### src/rtl/alu_seq_pkg.sv
// -----------------------------------------------------------------------------
// alu_seq_pkg
// Shared definitions for the ALU command sequencer:
//   - command opcodes (4-bit, all 16 values legal)
//   - ALU operation encodings driven on alu_op
//   - carry-in source selection used by the decoder
//   - 2-bit FSM state encoding
//   - decoded control bundle passed from alu_seq_dec to alu_seq
// -----------------------------------------------------------------------------
package alu_seq_pkg;

  localparam logic [3:0] OP_ROL   = 4'd0;
  localparam logic [3:0] OP_SLL   = 4'd1;
  localparam logic [3:0] OP_ROR   = 4'd2;
  localparam logic [3:0] OP_SRL   = 4'd3;
  localparam logic [3:0] OP_ADD   = 4'd4;
  localparam logic [3:0] OP_SUB   = 4'd5;
  localparam logic [3:0] OP_OR    = 4'd6;
  localparam logic [3:0] OP_XOR   = 4'd7;
  localparam logic [3:0] OP_AND   = 4'd8;
  localparam logic [3:0] OP_ANDN  = 4'd9;
  localparam logic [3:0] OP_SEQ   = 4'd10;
  localparam logic [3:0] OP_SLT   = 4'd11;
  localparam logic [3:0] OP_SLE   = 4'd12;
  localparam logic [3:0] OP_SCO   = 4'd13;
  localparam logic [3:0] OP_ADD32 = 4'd14;
  localparam logic [3:0] OP_SUB32 = 4'd15;

  typedef enum logic [2:0] {
    ALU_ROL = 3'd0,
    ALU_SLL = 3'd1,
    ALU_ROR = 3'd2,
    ALU_SRL = 3'd3,
    ALU_ADD = 3'd4,
    ALU_OR  = 3'd5,
    ALU_XOR = 3'd6,
    ALU_AND = 3'd7
  } alu_op_e;

  typedef enum logic [1:0] {
    CIN_ZERO  = 2'd0,
    CIN_ONE   = 2'd1,
    CIN_CARRY = 2'd2
  } cin_sel_e;

  typedef enum logic [1:0] {
    ST_IDLE  = 2'd0,
    ST_EXEC1 = 2'd1,
    ST_EXEC2 = 2'd2,
    ST_RESP  = 2'd3
  } state_e;

  typedef struct packed {
    alu_op_e  alu_op;
    cin_sel_e cin_sel;
    logic     inva;
    logic     invb;
    logic     sign;
    logic     two_pass;
  } dec_t;

  // Ops whose response carries the ALU signed-overflow flag.
  function automatic logic is_arith(input logic [3:0] op);
    return (op == OP_ADD) || (op == OP_SUB) || (op == OP_ADD32) || (op == OP_SUB32);
  endfunction

endpackage

### src/rtl/alu_seq_if.sv
// -----------------------------------------------------------------------------
// alu_seq_if
// Command / response handshake bundle between decode (master) and the ALU
// sequencer (slave).
//   cmd_valid/cmd_ready/cmd_op/cmd_a/cmd_b : command channel
//   rsp_valid/rsp_ready/rsp_data/rsp_ofl/rsp_zero : response channel
// -----------------------------------------------------------------------------
interface alu_seq_if;
  logic        cmd_valid;
  logic        cmd_ready;
  logic [3:0]  cmd_op;
  logic [31:0] cmd_a;
  logic [31:0] cmd_b;
  logic        rsp_valid;
  logic        rsp_ready;
  logic [31:0] rsp_data;
  logic        rsp_ofl;
  logic        rsp_zero;

  modport master (
    output cmd_valid, cmd_op, cmd_a, cmd_b, rsp_ready,
    input  cmd_ready, rsp_valid, rsp_data, rsp_ofl, rsp_zero
  );

  modport slave (
    input  cmd_valid, cmd_op, cmd_a, cmd_b, rsp_ready,
    output cmd_ready, rsp_valid, rsp_data, rsp_ofl, rsp_zero
  );
endinterface

### src/rtl/alu_seq_dec.sv
// -----------------------------------------------------------------------------
// alu_seq_dec
// Combinational opcode decoder: maps a command opcode and the current pass
// (0 = first/only pass, 1 = high-half pass of ADD32/SUB32) onto ALU controls.
//   op   in  4   command opcode
//   pass in  1   0 = pass 1, 1 = pass 2
//   ctl  out     {alu_op, cin_sel, inva, invb, sign, two_pass}
// -----------------------------------------------------------------------------
module alu_seq_dec
  import alu_seq_pkg::*;
(
  input  logic [3:0] op,
  input  logic       pass,
  output dec_t       ctl
);

  // NOTE: every field gets a default before the case so no path leaves ctl
  // unassigned, which would otherwise infer a latch.
  always_comb begin
    ctl = '0;
    unique case (op)
      OP_ROL:  ctl.alu_op = ALU_ROL;
      OP_SLL:  ctl.alu_op = ALU_SLL;
      OP_ROR:  ctl.alu_op = ALU_ROR;
      OP_SRL:  ctl.alu_op = ALU_SRL;
      OP_ADD: begin
        ctl.alu_op = ALU_ADD;
        ctl.sign   = 1'b1;
      end
      // Subtract and all compares are A + ~B + 1 with signed overflow.
      OP_SUB, OP_SEQ, OP_SLT, OP_SLE: begin
        ctl.alu_op  = ALU_ADD;
        ctl.invb    = 1'b1;
        ctl.cin_sel = CIN_ONE;
        ctl.sign    = 1'b1;
      end
      OP_OR:   ctl.alu_op = ALU_OR;
      OP_XOR:  ctl.alu_op = ALU_XOR;
      OP_AND:  ctl.alu_op = ALU_AND;
      OP_ANDN: begin
        ctl.alu_op = ALU_AND;
        ctl.invb   = 1'b1;
      end
      // Unsigned add: alu_ofl reports the carry-out.
      OP_SCO:  ctl.alu_op = ALU_ADD;
      OP_ADD32, OP_SUB32: begin
        ctl.alu_op   = ALU_ADD;
        ctl.two_pass = 1'b1;
        ctl.invb     = (op == OP_SUB32);
        if (pass) begin
          ctl.cin_sel = CIN_CARRY;
          ctl.sign    = 1'b1;
        end else begin
          // Low half reports carry-out so it can be chained into pass 2.
          ctl.cin_sel = (op == OP_SUB32) ? CIN_ONE : CIN_ZERO;
          ctl.sign    = 1'b0;
        end
      end
      default: ctl = '0;
    endcase
  end

endmodule

### src/rtl/alu_seq.sv
// -----------------------------------------------------------------------------
// alu_seq
// Command-side driver for an external 16-bit combinational ALU. Accepts one
// command at a time, drives the ALU for one pass (16-bit ops) or two passes
// (ADD32/SUB32, carry chained through alu_ofl), then holds the response until
// it is accepted.
//   clk, rst            clock, asynchronous active-high reset
//   bus (slave)         command / response handshake
//   alu_a, alu_b        ALU operands (zero outside EXEC states)
//   alu_op, alu_cin, alu_inva, alu_invb, alu_sign   ALU controls
//   alu_out, alu_ofl    ALU result and overflow/carry (same cycle)
// -----------------------------------------------------------------------------
module alu_seq
  import alu_seq_pkg::*;
(
  input  logic        clk,
  input  logic        rst,
  alu_seq_if.slave    bus,
  output logic [15:0] alu_a,
  output logic [15:0] alu_b,
  output logic [2:0]  alu_op,
  output logic        alu_cin,
  output logic        alu_inva,
  output logic        alu_invb,
  output logic        alu_sign,
  input  logic [15:0] alu_out,
  input  logic        alu_ofl
);

  state_e      state_q, state_d;
  logic [3:0]  op_q;
  logic [31:0] a_q, b_q;
  logic        carry_q;
  logic [31:0] data_q;
  logic        ofl_q, zero_q;
  logic        accept;
  dec_t        ctl;
  logic        in_exec;
  logic        alu_eq, alu_lt;
  logic [15:0] res16;

  alu_seq_dec u_dec (
    .op   (op_q),
    .pass (state_q == ST_EXEC2),
    .ctl  (ctl)
  );

  assign accept        = bus.cmd_valid & bus.cmd_ready;
  assign bus.cmd_ready = (state_q == ST_IDLE);
  assign bus.rsp_valid = (state_q == ST_RESP);
  assign bus.rsp_data  = data_q;
  assign bus.rsp_ofl   = ofl_q;
  assign bus.rsp_zero  = zero_q;

  // Compare post-processing on the A - B difference.
  assign alu_eq = (alu_out == 16'h0000);
  assign alu_lt = alu_out[15] ^ alu_ofl;

  always_comb begin
    res16 = alu_out;
    unique case (op_q)
      OP_SEQ:  res16 = {15'd0, alu_eq};
      OP_SLT:  res16 = {15'd0, alu_lt};
      OP_SLE:  res16 = {15'd0, alu_lt | alu_eq};
      OP_SCO:  res16 = {15'd0, alu_ofl};
      default: res16 = alu_out;
    endcase
  end

  // FSM next-state.
  always_comb begin
    state_d = state_q;
    unique case (state_q)
      ST_IDLE:  if (accept) state_d = ST_EXEC1;
      ST_EXEC1: state_d = ctl.two_pass ? ST_EXEC2 : ST_RESP;
      ST_EXEC2: state_d = ST_RESP;
      ST_RESP:  if (bus.rsp_ready) state_d = ST_IDLE;
      default:  state_d = ST_IDLE;
    endcase
  end

  // ALU pins: quiet outside EXEC, otherwise from the registered command.
  assign in_exec = (state_q == ST_EXEC1) || (state_q == ST_EXEC2);

  always_comb begin
    alu_a    = 16'h0000;
    alu_b    = 16'h0000;
    alu_op   = 3'd0;
    alu_cin  = 1'b0;
    alu_inva = 1'b0;
    alu_invb = 1'b0;
    alu_sign = 1'b0;
    if (in_exec) begin
      alu_a    = (state_q == ST_EXEC2) ? a_q[31:16] : a_q[15:0];
      alu_b    = (state_q == ST_EXEC2) ? b_q[31:16] : b_q[15:0];
      alu_op   = ctl.alu_op;
      alu_inva = ctl.inva;
      alu_invb = ctl.invb;
      alu_sign = ctl.sign;
      unique case (ctl.cin_sel)
        CIN_ONE:   alu_cin = 1'b1;
        CIN_CARRY: alu_cin = carry_q;
        default:   alu_cin = 1'b0;
      endcase
    end
  end

  // NOTE: sequential state uses non-blocking assignments so every register
  // samples the pre-edge value of every other register. All registers here,
  // operands included, are reset so a dropped command leaves nothing behind.
  always_ff @(posedge clk or posedge rst) begin
    if (rst) begin
      state_q <= ST_IDLE;
      op_q    <= 4'd0;
      a_q     <= 32'd0;
      b_q     <= 32'd0;
      carry_q <= 1'b0;
      data_q  <= 32'd0;
      ofl_q   <= 1'b0;
      zero_q  <= 1'b0;
    end else begin
      state_q <= state_d;
      if (accept) begin
        op_q <= bus.cmd_op;
        a_q  <= bus.cmd_a;
        b_q  <= bus.cmd_b;
      end
      if (state_q == ST_EXEC1) begin
        if (ctl.two_pass) begin
          carry_q <= alu_ofl;
          data_q  <= {16'h0000, alu_out};
        end else begin
          data_q <= {16'h0000, res16};
          ofl_q  <= is_arith(op_q) & alu_ofl;
          zero_q <= (res16 == 16'h0000);
        end
      end
      if (state_q == ST_EXEC2) begin
        data_q[31:16] <= alu_out;
        ofl_q         <= alu_ofl;
        zero_q        <= ({alu_out, data_q[15:0]} == 32'd0);
      end
    end
  end

endmodule
### src/flat_wrapper.sv
// flat-port wrapper written by rule: the top's interface ports become plain ports
module alu_seq_flat import alu_seq_pkg::*;
  (clk, rst, alu_a, alu_b, alu_op, alu_cin, alu_inva, alu_invb, alu_sign, alu_out, alu_ofl, bus_cmd_valid, bus_cmd_op, bus_cmd_a, bus_cmd_b, bus_rsp_ready, bus_cmd_ready, bus_rsp_valid, bus_rsp_data, bus_rsp_ofl, bus_rsp_zero);
  alu_seq_if bus_i ();
  input  logic clk;
  input  logic rst;
  output logic [15:0] alu_a;
  output logic [15:0] alu_b;
  output logic [2:0] alu_op;
  output logic alu_cin;
  output logic alu_inva;
  output logic alu_invb;
  output logic alu_sign;
  input  logic [15:0] alu_out;
  input  logic alu_ofl;
  input wire logic [$bits(bus_i.cmd_valid)-1:0] bus_cmd_valid;
  input wire logic [$bits(bus_i.cmd_op)-1:0] bus_cmd_op;
  input wire logic [$bits(bus_i.cmd_a)-1:0] bus_cmd_a;
  input wire logic [$bits(bus_i.cmd_b)-1:0] bus_cmd_b;
  input wire logic [$bits(bus_i.rsp_ready)-1:0] bus_rsp_ready;
  output wire logic [$bits(bus_i.cmd_ready)-1:0] bus_cmd_ready;
  output wire logic [$bits(bus_i.rsp_valid)-1:0] bus_rsp_valid;
  output wire logic [$bits(bus_i.rsp_data)-1:0] bus_rsp_data;
  output wire logic [$bits(bus_i.rsp_ofl)-1:0] bus_rsp_ofl;
  output wire logic [$bits(bus_i.rsp_zero)-1:0] bus_rsp_zero;
  assign bus_i.cmd_valid = bus_cmd_valid;
  assign bus_i.cmd_op = bus_cmd_op;
  assign bus_i.cmd_a = bus_cmd_a;
  assign bus_i.cmd_b = bus_cmd_b;
  assign bus_i.rsp_ready = bus_rsp_ready;
  assign bus_cmd_ready = bus_i.cmd_ready;
  assign bus_rsp_valid = bus_i.rsp_valid;
  assign bus_rsp_data = bus_i.rsp_data;
  assign bus_rsp_ofl = bus_i.rsp_ofl;
  assign bus_rsp_zero = bus_i.rsp_zero;
  alu_seq u_core (.clk(clk), .rst(rst), .bus(bus_i), .alu_a(alu_a), .alu_b(alu_b), .alu_op(alu_op), .alu_cin(alu_cin), .alu_inva(alu_inva), .alu_invb(alu_invb), .alu_sign(alu_sign), .alu_out(alu_out), .alu_ofl(alu_ofl));
endmodule
### config.mk
export PLATFORM = sky130hd
export DESIGN_NAME = alu_seq_flat
export DESIGN_NICKNAME = d
export VERILOG_FILES = /design/src/rtl/alu_seq_pkg.sv /design/src/rtl/alu_seq_if.sv /design/src/rtl/alu_seq_dec.sv /design/src/rtl/alu_seq.sv /design/src/flat_wrapper.sv
export SDC_FILE = /design/constraint.sdc
export NUM_CORES = 1
export LEC_CHECK = 0
export ABC_AREA = 1
export ABC_CLOCK_PERIOD_IN_PS = 3400
export BUFFER_PORTS_ARGS = -buffer_cell sky130_fd_sc_hd__buf_2
export CAP_MARGIN = 20
export CORE_ASPECT_RATIO = 0.8
export CORE_UTILIZATION = 45
export CTS_CLUSTER_SIZE = 25
export DETAILED_ROUTE_END_ITERATION = 7
export PLACE_DENSITY = 0.81
export SLEW_MARGIN = 20
export SYNTH_ARGS = -nofsm -noshare
export SYNTH_HDL_FRONTEND = slang
export SYNTH_HIERARCHICAL = 1
export SYNTH_SLANG_ARGS = --single-unit
### constraint.sdc
create_clock -name clk -period 3.4 [get_ports clk]
set_input_delay 0.68 -clock clk [delete_from_list [all_inputs] [get_ports clk]]
set_output_delay 0.68 -clock clk [all_outputs]
set_load 0.02 [all_outputs]
==> impl_metrics.sql <==
INSERT INTO impl_metrics (metric_group, metric, value, unit) VALUES
('critical_path', 'signal_arrival_time_at_the_worst_endpoint', '2.41', 'ns'),
('power', 'p_total', '6.98', 'mW'),
('die', 'die_y', '96.3', 'µm'),
('outcome', 'status', 'finished clean', ''),
('critical_path', 'reg2reg_to', 'u_core/bus.rsp_zero', ''),
('yosys', 'post_synth_inst_count', '536', ''),
('die', 'floorplan.core_area', '0.0108', 'mm²'),
('yosys', 'complex_gate_fraction_of_the_synthesized_area', '7.09', '%'),
('clock_tree', 'tritoncts', 'built', ''),
('power', 'pwr_density_cell', '1120', 'mW/mm²'),
('route', 'drt-wirelength-per-cell', '14.0', 'µm'),
('critical_path', 'timing.critical_path.mode_cell', 'sky130_fd_sc_hd__inv_1', ''),
('clock_tree', 'cts.sinks', '105', ''),
('yosys', 'syn-cell-area', '0.00500', 'mm²'),
('critical_path', 'worst-path-max-fanout', '29', ''),
('cells_and_area', 'layout.cells.most_common_list', 'sky130_fd_sc_hd__buf_2, sky130_fd_sc_hd__dfrtp_1, sky130_fd_sc_hd__nor2_1, sky130_fd_sc_hd__nand2_1, sky130_fd_sc_hd__mux2_2', ''),
('cells_and_area', 'final_cell_count_no_fill', '837', ''),
('timing', 'finalCriticalPeriod', '3.09', 'ns'),
('cells_and_area', 'final_nets', '783', ''),
('route', 'via_count', '4295', ''),
('critical_path', 'timing.setup.critical_path_class', 'register to primary output', ''),
('critical_path', 'timing.critical_path.from_type', 'register', ''),
('die', 'dieWidth', '120', 'µm'),
('yosys', 'dominant_combinational_cell_family_by_area_after_synthesis', 'simple AND/OR/NAND/NOR gates', ''),
('yosys', 'synth_xor_area_share', '0.175', '%'),
('route', 'antenna_left', '0', ''),
('yosys', 'synth.area.mux_share', '14.9', '%'),
('cells_and_area', 'stdcell_area', '0.00622', 'mm²'),
('clock_tree', 'htree_levels', '3', ''),
('timing', 'final.setup_skew', '0.00726', 'ns'),
('yosys', 'post_synth_fa_ha_maj_area_fraction', '1.50', '%'),
('timing', 'final_report_hold_violation_count', '0', ''),
('global_route', 'grt_pass1_vias', '3963', ''),
('place', 'portBuffers', '162', ''),
('cells_and_area', 'layout-area-overhead-vs-synth', '24.6', '%'),
('global_route', 'grt_antenna_before_repair', '0', ''),
('route', 'vias_per_cell', '5.13', ''),
('critical_path', 'critical_path_buf_inv_count', '4', ''),
('clock_tree', 'cts-root-buf', 'sky130_fd_sc_hd__clkbuf_16', ''),
('clock_tree', 'ctsLongestPathBuffers', '2', ''),
('critical_path', 'timing.critical_path.max_delay_family', 'adder cells', ''),
('critical_path', 'worst-path-stages', '9', ''),
('global_route', 'pin_count_of_the_biggest_net_entering_global_routing', '106', ''),
('route', 'totalWireLength', '11700', 'µm'),
('yosys', 'synthesized_nets', '631', ''),
('global_route', 'gr-total-overflow', '0', ''),
('timing', 'setup-tns-final', '0', 'ns'),
('die', 'start_util', '46.1', '%'),
('yosys', 'post_synth_num_cell_types', '27', ''),
('yosys', 'post_synth_and_or_nand_nor_area_fraction', '17.6', '%'),
('critical_path', 'reg2reg_from', 'u_core/state_q[0]', ''),
('clock_tree', 'clkSlewWorstSetupHoldPaths', '0.07', 'ns'),
('critical_path', 'critical_path_end', 'alu_cin', ''),
('critical_path', 'cp_cell_sequence', 'inv_1 > ha_2 > inv_1 > nand2_1 > nand2_1 > inv_1 > ha_1 > nor3_1 > buf_2', ''),
('place', 'dp_hpwl', '8330', 'µm'),
('yosys', 'share_of_the_yosys_chip_area_belonging_to_registers', '52.6', '%'),
('cells_and_area', 'antenna_cells', '0', ''),
('critical_path', 'timing.critical_path.slowest_cell_delay', '0.53', 'ns'),
('timing', 'final_critical_path_setup_slack', '0.310', 'ns'),
('place', 'dp.cells', '821', ''),
('place', 'placedInstanceArea', '0.00596', 'mm²'),
('critical_path', 'critPathCaptureType', 'primary output', ''),
('yosys', 'syn-mean-instance-area', '9.32', 'µm²'),
('power', 'leakage_power_figure', '3.26', 'nW'),
('timing', 'max_clock_freq', '324', 'MHz'),
('clock_tree', 'number_of_buffers_created_by_cts', '9', ''),
('die', 'design.die.area', '0.0115', 'mm²'),
('cells_and_area', 'layout.cells.most_common', 'sky130_fd_sc_hd__buf_2', ''),
('route', 'drt_iter0_markers', '230', ''),
('clock_tree', 'cts_resized', '0', ''),
('timing', 'worst_slew_pin_slew', '0.625', 'ns');
Yosys cell counts:
master	n	area share, %
sky130_fd_sc_hd__o21ai_0	52	5.2
sky130_fd_sc_hd__nor2_1	92	6.9
sky130_fd_sc_hd__conb_1	1	0.075
sky130_fd_sc_hd__nand3_2	1	0.20
sky130_fd_sc_hd__o21ai_1	1	0.10
sky130_fd_sc_hd__nand2_1	72	5.4
sky130_fd_sc_hd__o211ai_1	1	0.15
sky130_fd_sc_hd__nor3_1	3	0.30
sky130_fd_sc_hd__nand3_1	38	3.8
sky130_fd_sc_hd__clkinv_1	2	0.15
sky130_fd_sc_hd__clkbuf_1	12	0.90
sky130_fd_sc_hd__a21oi_1	8	0.80
sky130_fd_sc_hd__inv_1	42	3.2
sky130_fd_sc_hd__o22ai_1	4	0.50
sky130_fd_sc_hd__a21oi_2	1	0.18
sky130_fd_sc_hd__o21bai_1	1	0.15
sky130_fd_sc_hd__xor2_1	1	0.18
sky130_fd_sc_hd__buf_1	2	0.15
sky130_fd_sc_hd__dfrtp_1	105	53
sky130_fd_sc_hd__nand4_1	4	0.50
sky130_fd_sc_hd__ha_1	6	1.5
sky130_fd_sc_hd__nor2_2	2	0.25
sky130_fd_sc_hd__buf_4	2	0.30
sky130_fd_sc_hd__inv_2	3	0.23
sky130_fd_sc_hd__buf_2	12	1.2
sky130_fd_sc_hd__nand2_2	2	0.25
sky130_fd_sc_hd__mux2_2	66	15
worst min path at each step:
stage,from,to,slack [ns],cells after the start
after global placement,u_core/bus.rsp_data[20],u_core/bus.rsp_data[20],0.46,2
after floorplan,u_core/a_q[0],u_core/a_q[0],0.47,1
final,u_core/bus.rsp_data[25],u_core/bus.rsp_data[25],0.48,2
after detailed placement,u_core/bus.rsp_data[25],u_core/bus.rsp_data[25],0.46,2
after global routing,u_core/a_q[4],u_core/a_q[4],0.51,1
after CTS,u_core/bus.rsp_data[25],u_core/bus.rsp_data[25],0.48,2
cell families after synthesis:
logic type / after synthesis
other: 1
xor gates and xnor gates: 1
adders and majority gates: 6
muxes: 66
AOI/OAI and AO/OA: 68
and+or+nand+nor: 214
DFF: 105
buffers and inverters: 75
metal layers:
layer	share of wire (%)	vias up	track usage [%]
met1	42	2059	26.0
met5	0	-	0
li1	-	2045	-
met4	1.5	0	7.81
met3	8.8	20	6.75
met2	48	171	34.3
worst reg2reg max path, delay by kind of cell, from the launching register on:
kind,cells,cell delay [ns]
buffers and inverters,2,0.52
adders and majority gates,1,0.53
DFF,1,0.40
AOI/OAI and AO/OA,1,0.14
and+or+nand+nor,4,0.49
sequential cells by signal, indices dropped and copies added, names as in the netlist:
register,cells
u_core/bus.rsp_zero,1
u_core/state_q,2
u_core/op_q,4
u_core/carry_q,1
u_core/bus.rsp_data,32
u_core/b_q,32
u_core/bus.rsp_ofl,1
u_core/a_q,32
power by group:
| group | switching [mW] | internal [mW] |
|---|---|---|
| combinational | 2.37 | 1.41 |
| sequential | 0.378 | 1.87 |
| clock | 0.451 | 0.499 |
| total | 3.20 | 3.78 |
per-stage QoR:
stage	hold WS [ns]	util [%]
3_3_place_gp	0.459	54.9
6_report	0.480	57.4
4_1_cts	0.483	57.4
3_5_place_dp	0.464	54.9
2_1_floorplan	0.474	-
5_1_grt	0.506	57.4
layout make-up:
class	instances	area [µm²]	share of cell area, %
Clock buffer	12	236	3.80
Clock inverter	4	28.8	0.462
Inverter	47	180	2.89
Multi-Input combinational cell	356	2070	33.3
Sequential cell	105	2630	42.2
Tap cell	144	180	2.89
Timing Repair Buffer	169	901	14.5
No activity file was read; power rests on OpenSTA's default activity.
